--- config.mk ---
export PLATFORM = sky130hd
export DESIGN_NAME = ahb_sram_ctrl
export DESIGN_NICKNAME = d
export VERILOG_FILES = /design/src/rtl/ahb_sram_ctrl.sv
export SDC_FILE = /design/constraint.sdc
export NUM_CORES = 1
export LEC_CHECK = 0
export CAP_MARGIN = 20
export CORE_MARGIN = 2
export CORE_UTILIZATION = 41
export DETAILED_ROUTE_END_ITERATION = 7
export PLACE_DENSITY_LB_ADDON = 0.3
export SYNTH_ARGS = -nofsm -noshare
export SYNTH_HDL_FRONTEND = slang
export SYNTH_SLANG_ARGS = --single-unit
--- constraint.sdc ---
create_clock -name sys_root_clk -period 3.3 [get_ports sys_root_clk]
set_clock_uncertainty 0.2 [all_clocks]
set_input_delay 0.825 -clock sys_root_clk [delete_from_list [all_inputs] [get_ports sys_root_clk]]
set_output_delay 0.825 -clock sys_root_clk [all_outputs]
set_load 0.005 [all_outputs]
--- src/rtl/ahb_sram_ctrl.sv ---
`default_nettype none
// ============================================================================
// Module      : ahb_sram_ctrl
// Description : AHB-Lite slave in front of a synchronous single-port SRAM.
//               Writes go through a one-entry write buffer. The buffer
//               drains on any cycle without a read issue. Reads are issued in
//               the address phase and return after RD_WAIT extra cycles.
//               Data still in the buffer is forwarded into read data.
//               Illegal transfers get a two-cycle ERROR response.
// Ports       : sys_root_clk/sys_root_rst - clock, sync active-high reset
//               hsel..hwdata              - AHB-Lite slave inputs
//               hreadyout/hresp/hrdata    - AHB-Lite slave outputs
//               sram_*                    - SRAM port (rdata valid 1 cycle
//                                           after a read issue)
// Revision    : 1.0 - initial release
// ============================================================================
module ahb_sram_ctrl #(
    parameter int AW        = 15,
    parameter int MEM_BYTES = 32768,
    parameter int RD_WAIT   = 0
) (
    input  logic          sys_root_clk,
    input  logic          sys_root_rst,
    input  logic          hsel,
    input  logic          hready,
    input  logic [1:0]    htrans,
    input  logic [2:0]    hsize,
    input  logic          hwrite,
    input  logic [AW-1:0] haddr,
    input  logic [31:0]   hwdata,
    output logic          hreadyout,
    output logic [1:0]    hresp,
    output logic [31:0]   hrdata,
    output logic [AW-3:0] sram_addr,
    output logic [31:0]   sram_wdata,
    output logic [3:0]    sram_wen,
    output logic          sram_cs,
    input  logic [31:0]   sram_rdata
);

    localparam logic [2:0]  c_st_idle   = 3'd0;
    localparam logic [2:0]  c_st_write  = 3'd1;
    localparam logic [2:0]  c_st_read   = 3'd2;
    localparam logic [2:0]  c_st_err1   = 3'd3;
    localparam logic [2:0]  c_st_err2   = 3'd4;
    localparam logic [AW:0] c_mem_limit = (AW+1)'(MEM_BYTES);
    localparam logic [1:0]  c_rd_wait   = 2'(RD_WAIT);

    logic [2:0]    r_state;
    logic [2:0]    w_next_state;
    logic          w_hreadyout;
    logic          w_err_resp;
    logic          w_accept;
    logic          w_err;
    logic          w_rd_req;
    logic          w_rd_issue;
    logic          w_wr_accept;
    logic          w_err_accept;
    logic          w_drain;
    logic          w_buf_load;
    logic          w_fwd_hit;
    logic [3:0]    w_mask;
    logic [31:0]   w_merged;
    logic [AW-3:0] w_word;
    logic [AW-3:0] r_wa_addr;
    logic [3:0]    r_wa_mask;
    logic [AW-3:0] r_rd_addr;
    logic [1:0]    r_rd_cnt;
    logic          r_rd_first;
    logic [31:0]   r_rdata_q;
    logic          r_buf_valid;
    logic [AW-3:0] r_buf_addr;
    logic [3:0]    r_buf_mask;
    logic [31:0]   r_buf_data;

    // ------------------------------------------------------------------
    // Address-phase decode
    // ------------------------------------------------------------------
    assign w_word = haddr[AW-1:2];

    always_comb begin
        w_mask = 4'b0000;
        case (hsize)
            3'd0:    w_mask = 4'b0001 << haddr[1:0];
            3'd1:    w_mask = haddr[1] ? 4'b1100 : 4'b0011;
            3'd2:    w_mask = 4'b1111;
            default: w_mask = 4'b0000;
        endcase
    end

    assign w_err = ({1'b0, haddr} >= c_mem_limit)
                 | (hsize > 3'd2)
                 | ((hsize == 3'd1) & haddr[0])
                 | ((hsize == 3'd2) & (haddr[1:0] != 2'b00));

    // Reset gates acceptance so nothing reaches the SRAM in a reset cycle.
    assign w_accept     = hsel & hready & htrans[1] & ~sys_root_rst;
    // Read request without hready: used for the write stall so that
    // hreadyout never depends on hready (no combinational loop).
    assign w_rd_req     = hsel & htrans[1] & ~hwrite & ~w_err;
    assign w_rd_issue   = w_accept & ~hwrite & ~w_err;
    assign w_wr_accept  = w_accept & hwrite & ~w_err;
    assign w_err_accept = w_accept & w_err;

    // Buffer drains whenever the SRAM port is not taken by a read.
    assign w_drain    = r_buf_valid & ~w_rd_issue & ~sys_root_rst;
    assign w_buf_load = (r_state == c_st_write) & w_hreadyout;

    // ------------------------------------------------------------------
    // Data-phase state machine
    // ------------------------------------------------------------------
    always_ff @(posedge sys_root_clk) begin
        if (sys_root_rst) begin
            r_state <= c_st_idle;
        end else begin
            r_state <= w_next_state;
        end
    end

    always_comb begin
        w_next_state = r_state;
        if (w_hreadyout) begin
            if (w_err_accept) begin
                w_next_state = c_st_err1;
            end else if (w_wr_accept) begin
                w_next_state = c_st_write;
            end else if (w_rd_issue) begin
                w_next_state = c_st_read;
            end else begin
                w_next_state = c_st_idle;
            end
        end else if (r_state == c_st_err1) begin
            w_next_state = c_st_err2;
        end
    end

    always_comb begin
        w_hreadyout = 1'b1;
        w_err_resp  = 1'b0;
        case (r_state)
            c_st_err1: begin
                w_hreadyout = 1'b0;
                w_err_resp  = 1'b1;
            end
            c_st_err2:  w_err_resp  = 1'b1;
            c_st_read:  w_hreadyout = (r_rd_cnt == 2'd0);
            // Old entry cannot drain while a read wants the port: stall
            // one cycle; hready then drops, the read waits and we drain.
            c_st_write: w_hreadyout = ~(r_buf_valid & w_rd_req);
            default:    w_hreadyout = 1'b1;
        endcase
    end

    assign hreadyout = w_hreadyout;
    assign hresp     = {1'b0, w_err_resp};

    // ------------------------------------------------------------------
    // Control registers
    // ------------------------------------------------------------------
    always_ff @(posedge sys_root_clk) begin
        if (sys_root_rst) begin
            r_rd_cnt    <= 2'd0;
            r_rd_first  <= 1'b0;
            r_rdata_q   <= 32'd0;
            r_buf_valid <= 1'b0;
        end else begin
            r_rd_first <= w_rd_issue;
            if (w_rd_issue) begin
                r_rd_cnt <= c_rd_wait;
            end else if ((r_state == c_st_read) && (r_rd_cnt != 2'd0)) begin
                r_rd_cnt <= r_rd_cnt - 2'd1;
            end
            if (r_rd_first) begin
                r_rdata_q <= w_merged;
            end
            if (w_buf_load) begin
                r_buf_valid <= 1'b1;
            end else if (w_drain) begin
                r_buf_valid <= 1'b0;
            end
        end
    end

    // Datapath registers qualified by the control state above.
    always_ff @(posedge sys_root_clk) begin
        if (w_wr_accept) begin
            r_wa_addr <= w_word;
            r_wa_mask <= w_mask;
        end
        if (w_rd_issue) begin
            r_rd_addr <= w_word;
        end
        if (w_buf_load) begin
            r_buf_addr <= r_wa_addr;
            r_buf_mask <= r_wa_mask;
            r_buf_data <= hwdata;
        end
    end

    // ------------------------------------------------------------------
    // Read data: buffered bytes override stale SRAM lanes
    // ------------------------------------------------------------------
    assign w_fwd_hit = r_buf_valid & (r_buf_addr == r_rd_addr);

    for (genvar gi = 0; gi < 4; gi++) begin : g_lane
        assign w_merged[8*gi +: 8] = (w_fwd_hit & r_buf_mask[gi]) ?
                                     r_buf_data[8*gi +: 8] : sram_rdata[8*gi +: 8];
    end

    assign hrdata = r_rd_first ? w_merged : r_rdata_q;

    // ------------------------------------------------------------------
    // SRAM port: read issue has priority over buffer drain
    // ------------------------------------------------------------------
    always_comb begin
        sram_cs    = 1'b0;
        sram_wen   = 4'b0000;
        sram_addr  = r_buf_addr;
        sram_wdata = r_buf_data;
        if (w_rd_issue) begin
            sram_cs   = 1'b1;
            sram_addr = w_word;
        end else if (w_drain) begin
            sram_cs  = 1'b1;
            sram_wen = r_buf_mask;
        end
    end

endmodule
`default_nettype wire

==> results.md <==
* Setup Viol. Count Final at 30
* Via count at 4467
* Row cnt at 41
* RSZ-0062 raised after global routing: true
* Worst Hold Slack at 0.2115 ns
* Crit. End Element: primary output
* Max-cap viol count at 0
* Leakage at 3.651 nW
* Pre-CTS setup slack at -0.4800 ns
* Htree depth at 4
* Mapped Nets at roughly 540
* Worst-Skew Late Latency at between 0.4 and 0.5 ns
* Core area at 0.01252 mm²
* Pwr Total at roughly 3.6 mW
* Final hold vios at 0
* Synth warn at 0
* Number of synthesized flops with an enable pin at 79
* Antenna-violating nets left at 0
* Asr flop ratio synth at 0%
* Die span in x at roughly 120 µm
* Psw at 0.7163 mW
* Setup WS post-layout at -0.1643 ns
* Synth top cells by count: 79 x edfxtp_1, 76 x nor2_1, 66 x nand2b_1
* Reg power frac at 44.5%
* First-pass GRT wire length at about 22000 µm
* Startpoint types: flop
* Remaining DRCs at 0
* Final-report max-slew violation count at 0
* # port buffers at 171
* Tcrit/Tclk final at 105.0%
* Clock share of power at about half
* WL/cell at 16.22 µm
* DIE HEIGHT at 116.6 µm
* GRT Util Overall at 21.32%
* Via density at about 4.7
* Transition time of the tightest slew-check pin at 1.027 ns
* CTS tree: built
* Initial antenna violation count at 0
* Final Util at between 70 and 80%
* Most numerous cell in the Yosys netlist: edfxtp_1
* Initial core utilization at 41.50%
* Worst ir drop on vdd at 0.0002879 V
* CP Class: reg -> out
* Fin Setup TNS at -2.617 ns
* DRT iter0 DRCs at 145
* Cells after Synth at 454
* Outcome: finished, violations left
* Crit-path max FO at 8
* Clock sinks at 118
* Pint at just under 3 mW
* Failing checks: negative setup slack
* Area delta synth->final at 73.99%
* Library cells used by synthesis at 35
* Logic pwr share at under 10%
* Share of cells above drive strength 1 at 36.48%
* Synth top area cells: edfxtp_1 46%, dfxtp_1 15%, nand2b_1 7.9%, mux2i_1 6.4%, nor2_1 5.5%
* Post-CTS Hold Fix Bufs at 0
* Slew margin rel. at 30.59%
* NumNets Final at 850
* Post-Route WL at 15330 µm
* Critical Path RT at 2.27 ns
* Worst Hold Class: reg -> reg
* Antenna cells at 0
* Clock Path Buffers at 2
* Die area at 0.01359 mm²
* Sw frac at 19.90%
* Vias in the first global route at ~4400
* Filler cell count at 882
* CTS clk-pin slew, worst paths at 0.06 ns
* Synthesized area at just over 0.005 mm²
* Pre-Repair DR Iteration Count at 4
* Placer Congestion at about 0.72
* Tmin final at 3.464 ns
* Syn Area/Cell at 11.44 µm²
* #FFs+latches synth at roughly 120
* Io pins at approximately 170
* Top_reg_cell synth: edfxtp_1
* PD cells at roughly 400 mW/mm²
* FMAX at 288.7 MHz
* Largest net degree at the start of global routing at 67
* Post-synth top area cell: edfxtp_1
* Critical path data arrival time at between 2 and 2.5 ns
* Root buffer cell: clkbuf_16
* Post-DP HPWL at 8950 µm
* GRT overflow at 0
* Post-synthesis sequential area ratio at 60.69%
* Cts bufs inserted at 17
* Synth top area share at 45.66%
[power by group through the flow]
stage / clock network (mW) / registers, mW / logic [mW]
global route: 1.87 / 1.60 / 0.240
CTS: 1.80 / 1.60 / 0.220
detailed placement: 0 / 1.63 / 0.217
finish: 1.77 / 1.60 / 0.226
global placement: 0 / 1.63 / 0.213
floorplan: 0 / 1.63 / 0.0539
[cell usage in the layout, fill, tap and decap left out, types with 2 or more instances in the layout]
cell type | Yosys | routed
o21ai_0 | 3 | 3
a21oi_1 | 6 | 6
dlygate4sd2_1 | 0 | 12
dfxtp_1 | 39 | 38
buf_2 | 0 | 44
clkbuf_8 | 0 | 2
bufinv_16 | 0 | 2
edfxtp_1 | 79 | 79
nor4_4 | 4 | 4
clkinv_2 | 0 | 4
a21o_1 | 2 | 2
nand4_4 | 2 | 2
xnor2_2 | 8 | 13
mux2i_1 | 33 | 3
clkbuf_16 | 0 | 17
clkbuf_2 | 0 | 2
nor2_1 | 76 | 70
inv_1 | 12 | 10
nand4_1 | 5 | 5
clkbuf_1 | 16 | 4
mux2i_4 | 0 | 19
mux2i_2 | 0 | 11
buf_6 | 0 | 22
buf_12 | 0 | 10
buf_8 | 0 | 3
nor2_2 | 0 | 6
buf_16 | 0 | 2
nor3_2 | 5 | 6
o22ai_1 | 2 | 2
clkinvlp_4 | 0 | 2
nand2_1 | 44 | 40
clkdlybuf4s50_1 | 0 | 110
buf_4 | 2 | 98
nor3_1 | 29 | 27
nand2b_1 | 66 | 65
clkdlybuf4s15_1 | 0 | 2
nand2_2 | 0 | 4
[final timing paths]
path / from / end / slack, ns / depth (start not counted)
setup reg to reg: r_rd_cnt[0] / r_state[1] / 0.69 / 15
setup / recovery: r_rd_addr[5] / hrdata[15] / -0.16 / 8
hold reg to reg: r_wa_addr[8] / r_buf_addr[8] / 0.21 / 0
hold / removal: r_wa_addr[8] / r_buf_addr[8] / 0.21 / 0
[through the flow]
stage,instance area [µm²],std cells
after floorplan,5196,454
after global placement,7387,812
after detailed placement,7387,812
after CTS,8776,932
after global routing,9039,945
final,9039,945
[cell type report]
type / count / area, µm² / share of cell area, %
clock buffers: 23 / 467.9 / 5.177
clock inverters: 9 / 103.9 / 1.149
inverters: 12 / 47.55 / 0.5260
multi-input cells: 305 / 2297 / 25.42
flip-flops and latches: 118 / 3154 / 34.90
well taps: 172 / 215.2 / 2.381
repair buffers: 306 / 2753 / 30.45
[repair_timing]
action | CTS | global route
setup buffers | 85 | 14
resized for setup | 269 | 35
setup endpoints to repair | 51 | 39
pin swaps | 49 | 14
cloned | 3 | 0
[cells by family after synthesis]
kind of cell	Yosys count	share of synthesized area, %
AO/OA/AOI/OAI	17	2.047
other	1	0.07219
AND/OR/NAND/NOR	239	24.69
buffers and inverters	31	2.384
XOR/XNOR	14	3.516
adder cells (fa/ha/maj)	1	0.2408
multiplexers	33	6.358
flip-flops	118	60.69
[critical path, stage by stage, from the launching register on]
cell	delay, ns
edfxtp_1	0.42
xnor2_2	0.27
nand4_1	0.22
nor4_4	0.38
buf_12	0.18
buf_6	0.10
mux2i_4	0.23
nor2_1	0.07
buf_2	0.13
[flip-flops by register name, summed over array words and instances, names as in the netlist]
name         flops
r_wa_addr       13
sram_wdata      32
r_wa_mask        4
r_buf_valid      1
r_rd_addr       13
r_rd_first       1
r_state          3
r_buf_addr      13
r_rd_cnt         2
r_rdata_q       32
r_buf_mask       4
[routing by layer]
layer  part of all wire, %  global-route usage [%]  vias to the layer above  wire (µm)
met5                     0                       0                        -          0
met4                   1.5                   9.176                        0        237
met3                   7.1                   6.435                       20       1084
met2                    52                   39.22                      143       7975
met1                    39                   22.56                     2135       6031
li1                      -                       -                     2169          -
Power figures use the tool's default switching activity.
